==> config.mk <==
export PLATFORM = sky130hd
export DESIGN_NAME = button_event
export DESIGN_NICKNAME = d
export VERILOG_FILES = /design/src/rtl/button_event.sv
export SDC_FILE = /design/constraint.sdc
export NUM_CORES = 1
export LEC_CHECK = 0
export BUFFER_PORTS_ARGS = -buffer_cell sky130_fd_sc_hd__buf_4
export CAP_MARGIN = 10
export CELL_PAD_IN_SITES_DETAIL_PLACEMENT = 0
export CELL_PAD_IN_SITES_GLOBAL_PLACEMENT = 1
export CORE_AREA = 5 5 68 70
export DETAILED_ROUTE_END_ITERATION = 12
export DIE_AREA = 0 0 73 75
export HOLD_SLACK_MARGIN = 0.05
export PLACE_DENSITY = 0.71
export SLEW_MARGIN = 40
export SYNTH_ARGS = -nofsm -noshare
export SYNTH_HDL_FRONTEND = slang
export SYNTH_SLANG_ARGS = --single-unit
export TNS_END_PERCENT = 5
==> constraint.sdc <==
create_clock -name clk -period 4 [get_ports clk]
set_input_delay 0.4 -clock clk [delete_from_list [all_inputs] [get_ports clk]]
set_output_delay 0.4 -clock clk [all_outputs]
set_load 0.1 [all_outputs]
==> src/rtl/button_event.sv <==
// Gesture decoder for one debounced active-low button. It emits single-cycle
// press, release, click, double-click and long-press pulses.
module button_event #(
  parameter int LONG_PRESS_TIME   = 12000000,
  parameter int DOUBLE_CLICK_TIME = 3000000,
  parameter int CNT_WIDTH         = 24
) (
  input  logic clk,
  input  logic areset_n,
  input  logic btn_n,
  output logic pressed,
  output logic evt_press,
  output logic evt_release,
  output logic evt_click,
  output logic evt_double,
  output logic evt_long
);

  typedef enum logic [2:0] {
    IDLE,
    PRESS1,
    WAIT2,
    PRESS2,
    LONG
  } state_t;

  localparam logic [CNT_WIDTH-1:0] LONG_LAST = CNT_WIDTH'(LONG_PRESS_TIME - 1);
  localparam logic [CNT_WIDTH-1:0] DBL_LAST  = CNT_WIDTH'(DOUBLE_CLICK_TIME - 1);

  state_t               state;
  logic [CNT_WIDTH-1:0] cnt;
  logic                 btn_q;
  logic                 fall;
  logic                 rise;

  assign fall    = btn_q & ~btn_n;
  assign rise    = ~btn_q & btn_n;
  assign pressed = ~btn_q;

  // An edge always takes priority over a timeout that lands in the same cycle.
  always_ff @(posedge clk or negedge areset_n) begin
    if (!areset_n) begin
      state       <= IDLE;
      cnt         <= '0;
      btn_q       <= 1'b1;
      evt_press   <= 1'b0;
      evt_release <= 1'b0;
      evt_click   <= 1'b0;
      evt_double  <= 1'b0;
      evt_long    <= 1'b0;
    end else begin
      btn_q       <= btn_n;
      evt_press   <= fall;
      evt_release <= rise;
      evt_click   <= 1'b0;
      evt_double  <= 1'b0;
      evt_long    <= 1'b0;
      case (state)
        IDLE: begin
          cnt <= '0;
          if (fall) state <= PRESS1;
        end
        PRESS1: begin
          if (rise) begin
            state <= WAIT2;
            cnt   <= '0;
          end else if (cnt == LONG_LAST) begin
            evt_long <= 1'b1;
            state    <= LONG;
            cnt      <= '0;
          end else begin
            cnt <= cnt + 1'b1;
          end
        end
        WAIT2: begin
          if (fall) begin
            state <= PRESS2;
            cnt   <= '0;
          end else if (cnt == DBL_LAST) begin
            evt_click <= 1'b1;
            state     <= IDLE;
            cnt       <= '0;
          end else begin
            cnt <= cnt + 1'b1;
          end
        end
        PRESS2: begin
          if (rise) begin
            evt_double <= 1'b1;
            state      <= IDLE;
            cnt        <= '0;
          end else if (cnt == LONG_LAST) begin
            evt_long <= 1'b1;
            state    <= LONG;
            cnt      <= '0;
          end else begin
            cnt <= cnt + 1'b1;
          end
        end
        LONG: begin
          cnt <= '0;
          if (rise) state <= IDLE;
        end
        default: begin
          state <= IDLE;
          cnt   <= '0;
        end
      endcase
    end
  end

endmodule

Word-level counts from Yosys, hierarchy flattened
Index checks and enable logic that the tools add are counted.

Add/sub/neg operators: 1. Multiply operators: 0. Divide/modulo/power cells: 0. $lt $le $gt $ge: 0. Eq/ne operators: 9. Shift-type cells: 0. Multiplexer cells: 21. Bitwise logic cells: 4. Reduce and logical (&&, ||, !) cells: 3.

Operator list (count): 24-bit 2-to-1 mux (4); 24-bit one-hot mux with 2 select lines (1); 24-bit by 1-bit adder with 24-bit output (second input constant) (1); 24-bit by 22-bit == test with 1-bit output (second input constant) (1); 24-bit == test (second input constant) (1); 3-bit 2-to-1 mux (7); 3-bit one-hot mux with 5 select lines (1); 1-bit 2-to-1 mux (8); 3-bit by 2-bit == test with 1-bit output (second input constant) (2); 2-bit inequality test (second input constant) (2); 3-bit by 1-bit == test with 1-bit output (second input constant) (1); 3-bit == test (second input constant) (1); 3-bit logical NOT (1); 3-bit inequality test (second input constant) (1); 3-bit AND reduction (1); 1-bit bitwise AND (2); 1-bit NOT (2); 2-bit OR reduction (1).

Flip-flop bits (word level): 33. Latch bits: 0. RAM bits: 0. ROM bits: 0. Input bits: 3. Output and inout bits: 6. Logic and storage cells: 46. Memories kept: 0.

Depth between registers and ports, before layout
Depth in word-level cells: 4. Mapped depth: 7. Mapped depth without buffers: 5.

Worst setup path after synthesis
OpenSTA, ideal clock, no wires.

Path type: reg2reg. Start point: register cnt[11]. End point: register state[1]. Setup time: 138 ps. Arrival: 1849 ps. Data required time: 3862 ps. Slack: 2013 ps. Stages on the path, launching flop included: 7. Buffers on the path: 2. Period minus slack after synthesis: 1987 ps. Path through: dfrtp_1 -> buf_2 -> or4_1 -> or4_4 -> o21bai_4 -> buf_4 -> o221ai_1.

Word-level cells in the longest chain between the ends: 4. Elaborated cells between the ends (all ways): 8. Classes of those cells: 3 x eq/ne; 4 x mux; 1 x reduce/logical.

Ends and longest elaborated chain: start, declared (RTL line 31) `logic [CNT_WIDTH-1:0] cnt;`; start signal, assigned (RTL line 72) `cnt <= cnt + 1'b1;`; start signal, assigned (RTL line 84) `cnt <= cnt + 1'b1;`; start signal, assigned (RTL line 97) `cnt <= cnt + 1'b1;`; 24-bit == test (RTL line 67, 92); 3-bit 2-to-1 mux; 3-bit 2-to-1 mux, on equally long branches; 3-bit one-hot mux with 5 select lines; end signal, assigned (RTL line 65) `state <= WAIT2;`; end signal, assigned (RTL line 69) `state <= LONG;`; end signal, assigned (RTL line 94) `state <= LONG;`; end, declared (RTL line 30) `state_t state;`.

Parallel ways exist; a longest one is shown, timed or not. A chain may end at the register's enable or synchronous reset.

Worst setup path after layout
Same ends and word-level chain as after synthesis.

==> flow_metrics.env <==
export IMPL_status="finished, final reports clean"
export IMPL_fillers=378
export IMPL_p_per_area_nw_per_um2=390
export IMPL_die_y_um=75
export IMPL_io_pins=9
export IMPL_timing_rr_start="cnt[11]"
export IMPL_grt_pass1_vias=1322
export IMPL_setup_viol=0
export IMPL_synthSimpleGateAreaFrac=0.240
export IMPL_final_core_util=0.473
export IMPL_rows=23
export IMPL_synth_compound_area_frac=0.142
export IMPL_crit_required_ns=4.12
export IMPL_relSlewSlack=0.581
export IMPL_fin_skew_ns=0.00324
export IMPL_ys_types=38
export IMPL_vias=1282
export IMPL_fin_crit_ns=2.34
export IMPL_synth_area_per_cell_um2=10.3
export IMPL_fin_ws_ns=1.66
export IMPL_grt_start_max_net_pins=34
export IMPL_critPathMaxFanout=25
export IMPL_drt_iter0_drc=109
export IMPL_wl_per_cell_um=15.7
export IMPL_gr_total_overflow=0
export IMPL_drtAntennaViolNets=0
export IMPL_synthesis_nets=169
export IMPL_worst_pin_slew_ns=0.627
export IMPL_cts_resized=0
export IMPL_cts_hold_buf=0
export IMPL_yosys_area_top_type="dfrtp_1"
export IMPL_timing_rr_end="state[1]"
export IMPL_post_place_ws_ns=1.65
export IMPL_firstDrtPassIters=4
export IMPL_fp_coreArea_um2=3910
export IMPL_antenna_found_initial=0
export IMPL_endpoint_kind="flip-flop"
export IMPL_die_area_um2=5480
export IMPL_fmax_mhz=428
export IMPL_netlist_area_leader_share=0.470
export IMPL_cts_made_buffers=5
export IMPL_async_reset_ff_frac=1.00
export IMPL_grt_pass1_wl_mm=6.24
export IMPL_h_tree_depth=2
export IMPL_die_x_um=73
export IMPL_drive_gt1_frac=0.145
export IMPL_cts_tree="done"
export IMPL_cts_buffer_depth=2
export IMPL_hold_viol=0
export IMPL_areaGrowthSynthToFinish_pct=8.82
export IMPL_yosys_area_share_xor_xnor=0.0771
export IMPL_grt_util_all_layers=0.150
export IMPL_synth_edf_count=0
export IMPL_period_share=0.585
export IMPL_worstSetupPathType="flip-flop to flip-flop"
export IMPL_synth_area_leaders="dfrtp_1 47%, xnor2_1 5.7%, a21oi_1 5.0%, nand4_1 2.9%, a22oi_1 2.6%"
export IMPL_tns_ns=0
export IMPL_clk_pin_slew_ns=0.07
export IMPL_wirelength_mm=3.51
export IMPL_hp_class="primary input to asynchronous set/reset pin"
export IMPL_synthAdderAreaFrac=0.00735
export IMPL_portBuffers=8
export IMPL_synth_cells=165
export IMPL_arrival_ns=2.46
export IMPL_ys_seq_elements=33
export IMPL_hpwl_mm=2.39
export IMPL_reg2reg_depth=4
export IMPL_initial_core_util=0.435
export IMPL_ir_drop_mv=0.249
export IMPL_synth_top_family_by_area="simple AND/OR/NAND/NOR gates"
export IMPL_p_leak_nw=0.717
export IMPL_ys_flop_type="dfrtp_1"
export IMPL_avgViaCountPerCell=5.75
export IMPL_synthMuxAreaShare=0
export IMPL_seq_area_frac_synth=0.486
export IMPL_slew_viol_final=0
export IMPL_reg2reg_slack_ns=1.66
export IMPL_cap_violations=0
export IMPL_drc_errors=0
export IMPL_cts_sinks=33
export IMPL_cts_root_buf="clkbuf_8"
export IMPL_antenna_cells=0
export IMPL_rsz0062_at_grt="false"
export IMPL_fin_nets=176
export IMPL_syn_area_um2=1700
export IMPL_place_gp_congestion=0.768
export IMPL_post_cts_buffers=0
export IMPL_start_kind="flip-flop"
export IMPL_synth_warnings=0
export IMPL_insertion_delay_ns=0.28
-- logic make-up (layout without fill, tap and decap cells) --
family | count (synthesis) | after routing
flip-flops | 33 | 33
adder cells (fa/ha/maj) | 1 | 1
AO/OA/AOI/OAI | 37 | 37
AND/OR/NAND/NOR | 64 | 64
buffers and inverters | 15 | 23
XOR/XNOR | 15 | 15
-- through the flow --
| step | instances | total power [mW] | hold WS, ns | cell area (µm²) |
|---|---|---|---|---|
| 2_1_floorplan | 165 | 0.468 | 0.104 | 1700 |
| 3_3_place_gp | 215 | 0.487 | 0.362 | 1770 |
| 3_5_place_dp | 215 | 0.491 | 0.371 | 1770 |
| 4_1_cts | 223 | 0.734 | 0.0638 | 1850 |
| 5_1_grt | 223 | 0.766 | 0.0795 | 1850 |
| 6_report | 223 | 0.723 | 0.0516 | 1850 |
-- cells in the mapped netlist (3+ instances only) --
library cell   n
a21oi_1       17
a22oi_1        6
buf_4          4
dfrtp_1       32
inv_1          7
nand2_1        8
nand2b_1       3
nand3_1        6
nand4_1        8
nor2_1         4
nor2b_1        3
nor3_1         6
nor4_1         5
o21ai_0        5
o31ai_1        3
or3_1          5
or4_1          4
or4_4          3
xnor2_1       11
xor2_1         4
-- state kept, by name (all words and copies together), names as in the netlist --
register / count
evt_double: 1
evt_click: 1
evt_long: 1
btn_q: 1
state: 3
evt_press: 1
evt_release: 1
cnt: 24
-- cell type report --
| class | instances | area, µm² | share of cell area |
|---|---|---|---|
| Clock buffer | 6 | 72.6 | 0.0392 |
| Tap cell | 50 | 62.6 | 0.0338 |
| Clock inverter | 2 | 10.0 | 0.00540 |
| Inverter | 7 | 26.3 | 0.0142 |
| Timing Repair Buffer | 8 | 60.1 | 0.0324 |
| Multi-Input combinational cell | 117 | 795 | 0.429 |
| Sequential cell | 33 | 827 | 0.446 |
-- layer usage --
| layer | part of all wire | vias to the layer above | global-route usage | routed length (µm) |
|---|---|---|---|---|
| met5 | 0 | - | 0 | 0 |
| met4 | 0.016 | 0 | 0.0492 | 55 |
| met3 | 0.051 | 6 | 0.0467 | 178 |
| met2 | 0.47 | 28 | 0.244 | 1640 |
| met1 | 0.47 | 624 | 0.191 | 1640 |
| li1 | - | 624 | - | - |
-- layout by cell type (no fill, tap or decap), types with 5 or more instances in the layout --
cell type and n:
clkbuf_8 5, o21ai_0 5, nor3_1 6, a22oi_1 6
nor4_1 5, a21oi_1 17, inv_1 7, buf_4 8
nand2_1 8, dfrtp_1 32, nand4_1 8, xnor2_1 11
nand3_1 6, or3_1 5
-- power by group --
group          leakage (nW)  switching (mW)  internal, mW
Combinational         0.222          0.0775        0.0320
Sequential            0.450          0.0201         0.353
Clock                0.0450           0.120         0.120
-- critical path, stage by stage, from the launching register on --
cell and delay, ns:
dfrtp_1 0.45, or4_1 0.52, or4_4 0.45, o21bai_4 0.52, o221ai_1 0.23
-- worst max path at each step --
| stage | from | cells past startpoint | slack [ns] | endpoint |
|---|---|---|---|---|
| 6_report | cnt[11] | 4 | 1.66 | state[1] |
| 5_1_grt | cnt[0] | 5 | 1.44 | state[1] |
| 4_1_cts | cnt[11] | 4 | 1.64 | state[1] |
| 3_5_place_dp | cnt[11] | 4 | 1.65 | state[1] |
| 3_3_place_gp | cnt[11] | 4 | 1.68 | state[1] |
| 2_1_floorplan | cnt[11] | 6 | 2.01 | state[1] |
Power figures use the tool's default switching activity.
